### config.mk
export PLATFORM = sky130hd
export DESIGN_NAME = prio_scan_encoder
export DESIGN_NICKNAME = d
export VERILOG_FILES = /design/src/rtl/prio_scan_encoder.sv
export SDC_FILE = /design/constraint.sdc
export NUM_CORES = 1
export LEC_CHECK = 0
export ABC_AREA = 1
export CAP_MARGIN = 20
export CORE_MARGIN = 3
export CORE_UTILIZATION = 29
export DETAILED_ROUTE_END_ITERATION = 6
export GPL_TIMING_DRIVEN = 0
export HOLD_SLACK_MARGIN = 0.15
export PLACE_DENSITY_LB_ADDON = 0.08
export SYNTH_ARGS = -nofsm -noshare
export SYNTH_HDL_FRONTEND = slang
export SYNTH_SLANG_ARGS = --single-unit
### constraint.sdc
create_clock -name i_clk -period 3.2 [get_ports i_clk]
set_input_delay 0.64 -clock i_clk [delete_from_list [all_inputs] [get_ports i_clk]]
set_output_delay 0.64 -clock i_clk [all_outputs]
set_load 0.02 [all_outputs]
### src/rtl/prio_scan_encoder.sv
// rtl/prio_scan_encoder.sv - registered priority scan encoder, highest set index first
// Optional macro PRIO_SCAN_CNT_EN adds o_cnt, the number of indices still pending.
module prio_scan_encoder #(
    parameter int WIDTH = 8,
    parameter int IDX_W = 3
) (
    input  logic             i_clk,
    input  logic             i_rst,
    input  logic             i_en,
    input  logic             i_load,
    input  logic [WIDTH-1:0] i_x,
    input  logic             i_ready,
    output logic [IDX_W-1:0] o_y,
    output logic             o_valid,
    output logic             o_indicate,
    output logic             o_busy,
    output logic             o_done
`ifdef PRIO_SCAN_CNT_EN
    ,
    output logic [IDX_W:0]   o_cnt
`endif
);

    typedef enum logic {IDLE = 1'b0, SCAN = 1'b1} state_t;

    function automatic logic [IDX_W-1:0] hi(input logic [WIDTH-1:0] v);
        logic [IDX_W-1:0] r;
        r = '0;
        for (int i = 0; i < WIDTH; i++)
            if (v[i]) r = IDX_W'(i);
        return r;
    endfunction

    state_t           r_state, w_state;
    logic [WIDTH-1:0] r_pending, w_pending;
    logic [IDX_W-1:0] r_y, w_y;
    logic             r_valid, w_valid;
    logic             r_indicate, w_indicate;
    logic             r_busy, w_busy;
    logic             r_done, w_done;
    logic             w_acc;
    logic [WIDTH-1:0] w_rest;

`ifdef PRIO_SCAN_CNT_EN
    logic [IDX_W:0]   r_cnt, w_cnt;

    function automatic logic [IDX_W:0] pop(input logic [WIDTH-1:0] v);
        logic [IDX_W:0] c;
        c = '0;
        for (int i = 0; i < WIDTH; i++)
            c = c + {{IDX_W{1'b0}}, v[i]};
        return c;
    endfunction
`endif

    assign w_acc  = i_en & r_valid & i_ready;
    assign w_rest = r_pending & ~(WIDTH'(1) << r_y);

    always_comb begin
        w_state    = r_state;
        w_pending  = r_pending;
        w_y        = r_y;
        w_valid    = r_valid;
        w_indicate = r_indicate;
        w_busy     = r_busy;
        w_done     = 1'b0;
`ifdef PRIO_SCAN_CNT_EN
        w_cnt      = r_cnt;
`endif
        case (r_state)
            IDLE: begin
                if (i_en && i_load) begin
                    if (|i_x) begin
                        w_pending  = i_x;
                        w_y        = hi(i_x);
                        w_valid    = 1'b1;
                        w_indicate = 1'b1;
                        w_busy     = 1'b1;
                        w_state    = SCAN;
`ifdef PRIO_SCAN_CNT_EN
                        w_cnt      = pop(i_x);
`endif
                    end else begin
                        w_pending = '0;
                        w_done    = 1'b1;
                    end
                end
            end
            SCAN: begin
                // load is deliberately ignored here; only an accept advances the scan
                if (w_acc) begin
                    w_pending = w_rest;
`ifdef PRIO_SCAN_CNT_EN
                    w_cnt     = r_cnt - 1'b1;
`endif
                    if (|w_rest) begin
                        w_y = hi(w_rest);
                    end else begin
                        w_valid    = 1'b0;
                        w_indicate = 1'b0;
                        w_busy     = 1'b0;
                        w_done     = 1'b1;
                        w_state    = IDLE;
                    end
                end
            end
            default: w_state = IDLE;
        endcase
    end

    always_ff @(posedge i_clk or posedge i_rst) begin
        if (i_rst) begin
            r_state    <= IDLE;
            r_pending  <= '0;
            r_y        <= '0;
            r_valid    <= 1'b0;
            r_indicate <= 1'b0;
            r_busy     <= 1'b0;
            r_done     <= 1'b0;
`ifdef PRIO_SCAN_CNT_EN
            r_cnt      <= '0;
`endif
        end else begin
            r_state    <= w_state;
            r_pending  <= w_pending;
            r_y        <= w_y;
            r_valid    <= w_valid;
            r_indicate <= w_indicate;
            r_busy     <= w_busy;
            r_done     <= w_done;
`ifdef PRIO_SCAN_CNT_EN
            r_cnt      <= w_cnt;
`endif
        end
    end

    assign o_y        = r_y;
    assign o_valid    = r_valid;
    assign o_indicate = r_indicate;
    assign o_busy     = r_busy;
    assign o_done     = r_done;
`ifdef PRIO_SCAN_CNT_EN
    assign o_cnt      = r_cnt;
`endif

endmodule

# Word level (Yosys, flattened, before mapping)
# Cells that the tools add are included.
totals:
  register_bits: 14
  inputBits: 13
  out_inout_bits: 7
  wordCells: 60
classes:
  n_eq_ne: 5
  shifts: 1
  n_mux: 38
  bitwise: 5
  reduce_logical: 6
op_table:
  columns: ["cell", "n"]
  rows:
  - ["two-way mux 3 bit", 16]
  - ["two-way mux 8 bit", 3]
  - ["one-hot mux 8 bit (2 select lines)", 1]
  - ["OR reduction 8 bit", 2]
  - ["two-way mux 1 bit", 14]
  - ["bitwise AND 8 bit", 1]
  - ["NOT 8 bit", 1]
  - ["AND reduction 4 bit", 2]
  - ["<< shifter 1 x 3 -> 8 bit, first input constant", 1]
  - ["inequality test 2 bit, second input constant", 3]
  - ["one-hot mux 1 bit (2 select lines)", 3]
  - ["one-hot mux 3 bit (2 select lines)", 1]
  - ["inequality test 2 x 1 -> 1 bit, second input constant", 2]
  - ["bitwise AND 1 bit", 2]
  - ["AND reduction 2 bit", 1]
  - ["logical AND 1 bit", 1]
  - ["NOT 1 bit", 1]

# Longest topological paths before layout
depth:
  depth_word: 13
  depth_mapped: 9
  depth_no_buf: 9

# Worst setup path before layout
# No wires, ideal clock.
synth_path:
  path_type: "input to register"
  start: "in i_x[7]"
  end: "reg r_y[0] (netlist: o_y[0])"
  setup_ps: 123
  t_arrival_ps: 1371
  required_time_ps: 3077
  slack_ps: 1707
  cell_stages: 6
  n_path_buf: 0
  cell_sequence: "nor2_1 -> nand2_1 -> o21ai_1 -> nand2_1 -> a21oi_1 -> a21oi_2"
synth_via:
  elab_chain_len: 4
  elab_cells_between_ends: 7
  classes_between: "eq/ne: 1; mux: 4; reduce/logical: 2"
synth_lines:
  columns: ["item", "line", "rtl"]
  rows:
  - ["start: declaration", "11", "input logic [WIDTH-1:0] i_x,"]
  - ["two-way mux 3 bit", "30", "if (v[i]) r = IDX_W'(i);"]
  - ["two-way mux 3 bit", "73", "if (|i_x) begin"]
  - ["two-way mux 3 bit", "72", "if (i_en && i_load) begin"]
  - ["one-hot mux 3 bit (2 select lines)", "70", "case (r_state)"]
  - ["end signal: assignment", "126", "r_y <= w_y;"]
  - ["end: declaration", "36", "logic [IDX_W-1:0] r_y, w_y;"]
# Several ways; a longest one is shown, not always the timed one. The select of a mux whose other input is x is not followed.
# A chain may end at the register's enable or synchronous reset.

# Worst setup path in the final report
layout_path:
  start: "reg r_y[2] (netlist: o_y[2])"
  end: "out o_y[2]"
layout_lines:
  columns: ["item", "line", "rtl"]
  rows:
  - ["end: declaration", "13", "output logic [IDX_W-1:0] o_y,"]
# No word-level cell between the ends.

==> flow_metrics.tcl <==
set metrics [dict create \
    synth_top_area_share_pct 38.10 \
    slew_headroom_pct 61.49 \
    cts.reportedPaths.clkPinSlew_ps 90 \
    worst_pin_slew_ps 577.0 \
    dp_hpwl_um 1800 \
    grt_setup_unrepaired "no" \
    cts_max_path_buffers 2 \
    die_h_um 62.31 \
    route.detailed.drc 0 \
    grt_overflow_total 0 \
    io_buffer_count 19 \
    crit_path_max_incr_delay_ps 650 \
    peakVddDrop_v 0.0002866 \
    synthArstFlopShare_pct 100.0 \
    via_count 881 \
    ys_top_cells_by_count "nand2_1 (31), nand3_1 (18), nor2_1 (16), dfrtp_1 (14), nand2_2 (8)" \
    yosysMostFrequentCell "nand2_1" \
    synth_ff_type "dfrtp_1" \
    leakage_nw 0.5277 \
    post_dp_cell_area_um2 1162 \
    synth_area_leaders "dfrtp_1 (38%), nand2_1 (13%), nand3_1 (9.8%)" \
    synth.ff_latch_count 14 \
    grt_pass1_vias 801 \
    power_density_nw_per_um2 904.1 \
    report.final.slew_viol_count 0 \
    avgRoutedWirePerCell_um 11.64 \
    cts_sinks 14 \
    netlist_instances 129 \
    clk-insertion-delay-late_ps 280 \
    critPathArrivalTime_ps 1410 \
    core_area_um2 2877 \
    skew_ps 13.48 \
    ff2ff_setup_slack_ps 1720 \
    rows 19 \
    track_usage_pct 12.09 \
    critPathTopFamily "buffers and inverters" \
    critPathMaxFanout 7 \
    final_antenna_net_count 0 \
    yosysTopAreaCell "dfrtp_1" \
    status "completed" \
    layout-drive-gt1-share_pct 18.54 \
    root_buffer "clkbuf_4" \
    antenna_cells 0 \
    final_nets 166 \
    fmax_mhz 488.5 \
    ctsHoldBuffers 0 \
    dieArea_um2 3883 \
    synth.avg_cell_area_um2 7.129 \
    ys.warnings.count 0 \
    hold_viol_final 0 \
    post-cts-setup-buffers 0 \
    fin_tns_setup_ps 0 \
    worstSetupPathType "reg2out" \
    path_cells "clkdlybuf4s50_1" \
    dr.pass1.iters 4 \
    grt_pass1_wl_um 3732 \
    critPathCaptureType "primary output" \
    start_kind "flip-flop" \
    crit_slowest_cell "clkdlybuf4s50_1" \
    stdcell_area_um2 1185 \
    seq_area_frac_synth_pct 38.10 \
    synth_edf_count 0 \
    die_x_um 62.31 \
    cp.required_ps 2560 \
    drtIter0Drc 26 \
    antenna_found_initial 0 \
    hold_class "reg2reg" \
    critPathBufInv 1 \
    drv_cap 0 \
    syn-num-nets 142 \
    grt_max_degree 15 \
    post-route-min-period_ps 2047 \
    io_pins 20 \
    cts-htree-levels 1 \
    setup_viol 0 \
    globalplace.congestion 0.7542 \
    area_delta_synth_final_pct 28.84 \
    finalCritPeriodShare_pct 63.97 \
    cts_resized 0 \
    start_util_pct 31.97 \
    wirelength_um 2246 \
    cts_buffers 3 \
    yosys.cell_types.count 21 \
    via_per_inst 4.565 \
    cts_tree "done" \
    synth_area_um2 919.6 \
]
## path summary, 6_finish.rpt
path                                           from                  endpoint  cells after the start
min reg2reg                r_pending[6]$_DFFE_PP0P_  r_pending[6]$_DFFE_PP0P_                      1
min                        r_pending[6]$_DFFE_PP0P_  r_pending[6]$_DFFE_PP0P_                      1
max                              o_y[2]$_DFFE_PP0P_                    o_y[2]                      1
max reg2reg                      o_y[0]$_DFFE_PP0P_        o_busy$_DFFE_PP0P_                      8
min in group asynchronous                     i_rst  r_pending[7]$_DFFE_PP0P_                      2
max in group asynchronous                     i_rst          o_done$_DFF_PP0_                      2
## logic make-up after synthesis
| group | count (synthesis) | share of synthesized area, % |
|---|---|---|
| mux | 1 | 1.224 |
| simple gates | 80 | 40.68 |
| compound gates | 19 | 12.11 |
| buf+inv | 15 | 7.890 |
| flops | 14 | 38.10 |
## worst register-to-register path, stage by stage (launching register included)
cell and delay [ps]:
dfrtp_1 470, inv_1 140, nand3_1 130, nand2_2 100
nand2_2 60, nor2_2 140, nand2_1 110, o21ai_0 150
nand2_1 70
## cell usage in the layout, fill, tap and decap left out, drive strengths merged
master         instances
a31oi                  6
o22ai                  1
inv                   11
nor2                  20
clkbuf                 3
o32ai                  1
nand3                 19
a21oi                  4
nand2                 41
o21ai                  7
mux2                   1
dfrtp                 14
clkdlybuf4s50         19
buf                    4
## power breakdown
| part | switching, W | internal, W | leakage [nW] |
|---|---|---|---|
| Sequential | 0.0000926 | 0.000255 | 0.155 |
| Clock | 0.0000586 | 0.0000436 | 0.0138 |
| Combinational | 0.000363 | 0.000259 | 0.359 |
## sequential cells by signal, indices dropped and copies added, names as in the netlist
register / cells
o_busy: 1
o_done: 1
o_y: 3
r_pending: 8
r_state: 1
## layer usage
layer	vias to the layer above	GRT usage, %	wire length (µm)
li1	466	-	-
met1	394	15.61	1136
met2	19	18.95	979
met3	2	4.324	112
met4	0	3.581	18
met5	-	0	0
## final cells by class
cell class / count / area, µm²
Fill cell: 313 / 1692
Buffer: 4 / 31.28
Inverter: 11 / 41.29
Tap cell: 42 / 52.55
Multi-Input combinational cell: 100 / 496.7
Clock buffer: 3 / 22.52
Timing Repair Buffer: 19 / 190.2
Sequential cell: 14 / 350.3
## stage by stage
| step | util (%) | hold slack (ps) | total power [W] | setup slack, ps | instances |
|---|---|---|---|---|---|
| after global routing | 41.19 | 548.8 | 0.001169 | 1099 | 193 |
| after global placement | 40.41 | 522.0 | 0.0009683 | 1088 | 190 |
| final | 41.19 | 537.8 | 0.001071 | 1153 | 193 |
| after floorplan | - | 481.0 | 0.0007893 | 1707 | 129 |
| after CTS | 41.19 | 540.1 | 0.001079 | 1144 | 193 |
| after detailed placement | 40.41 | 521.4 | 0.0009752 | 1087 | 190 |
Power figures use the tool's default switching activity.
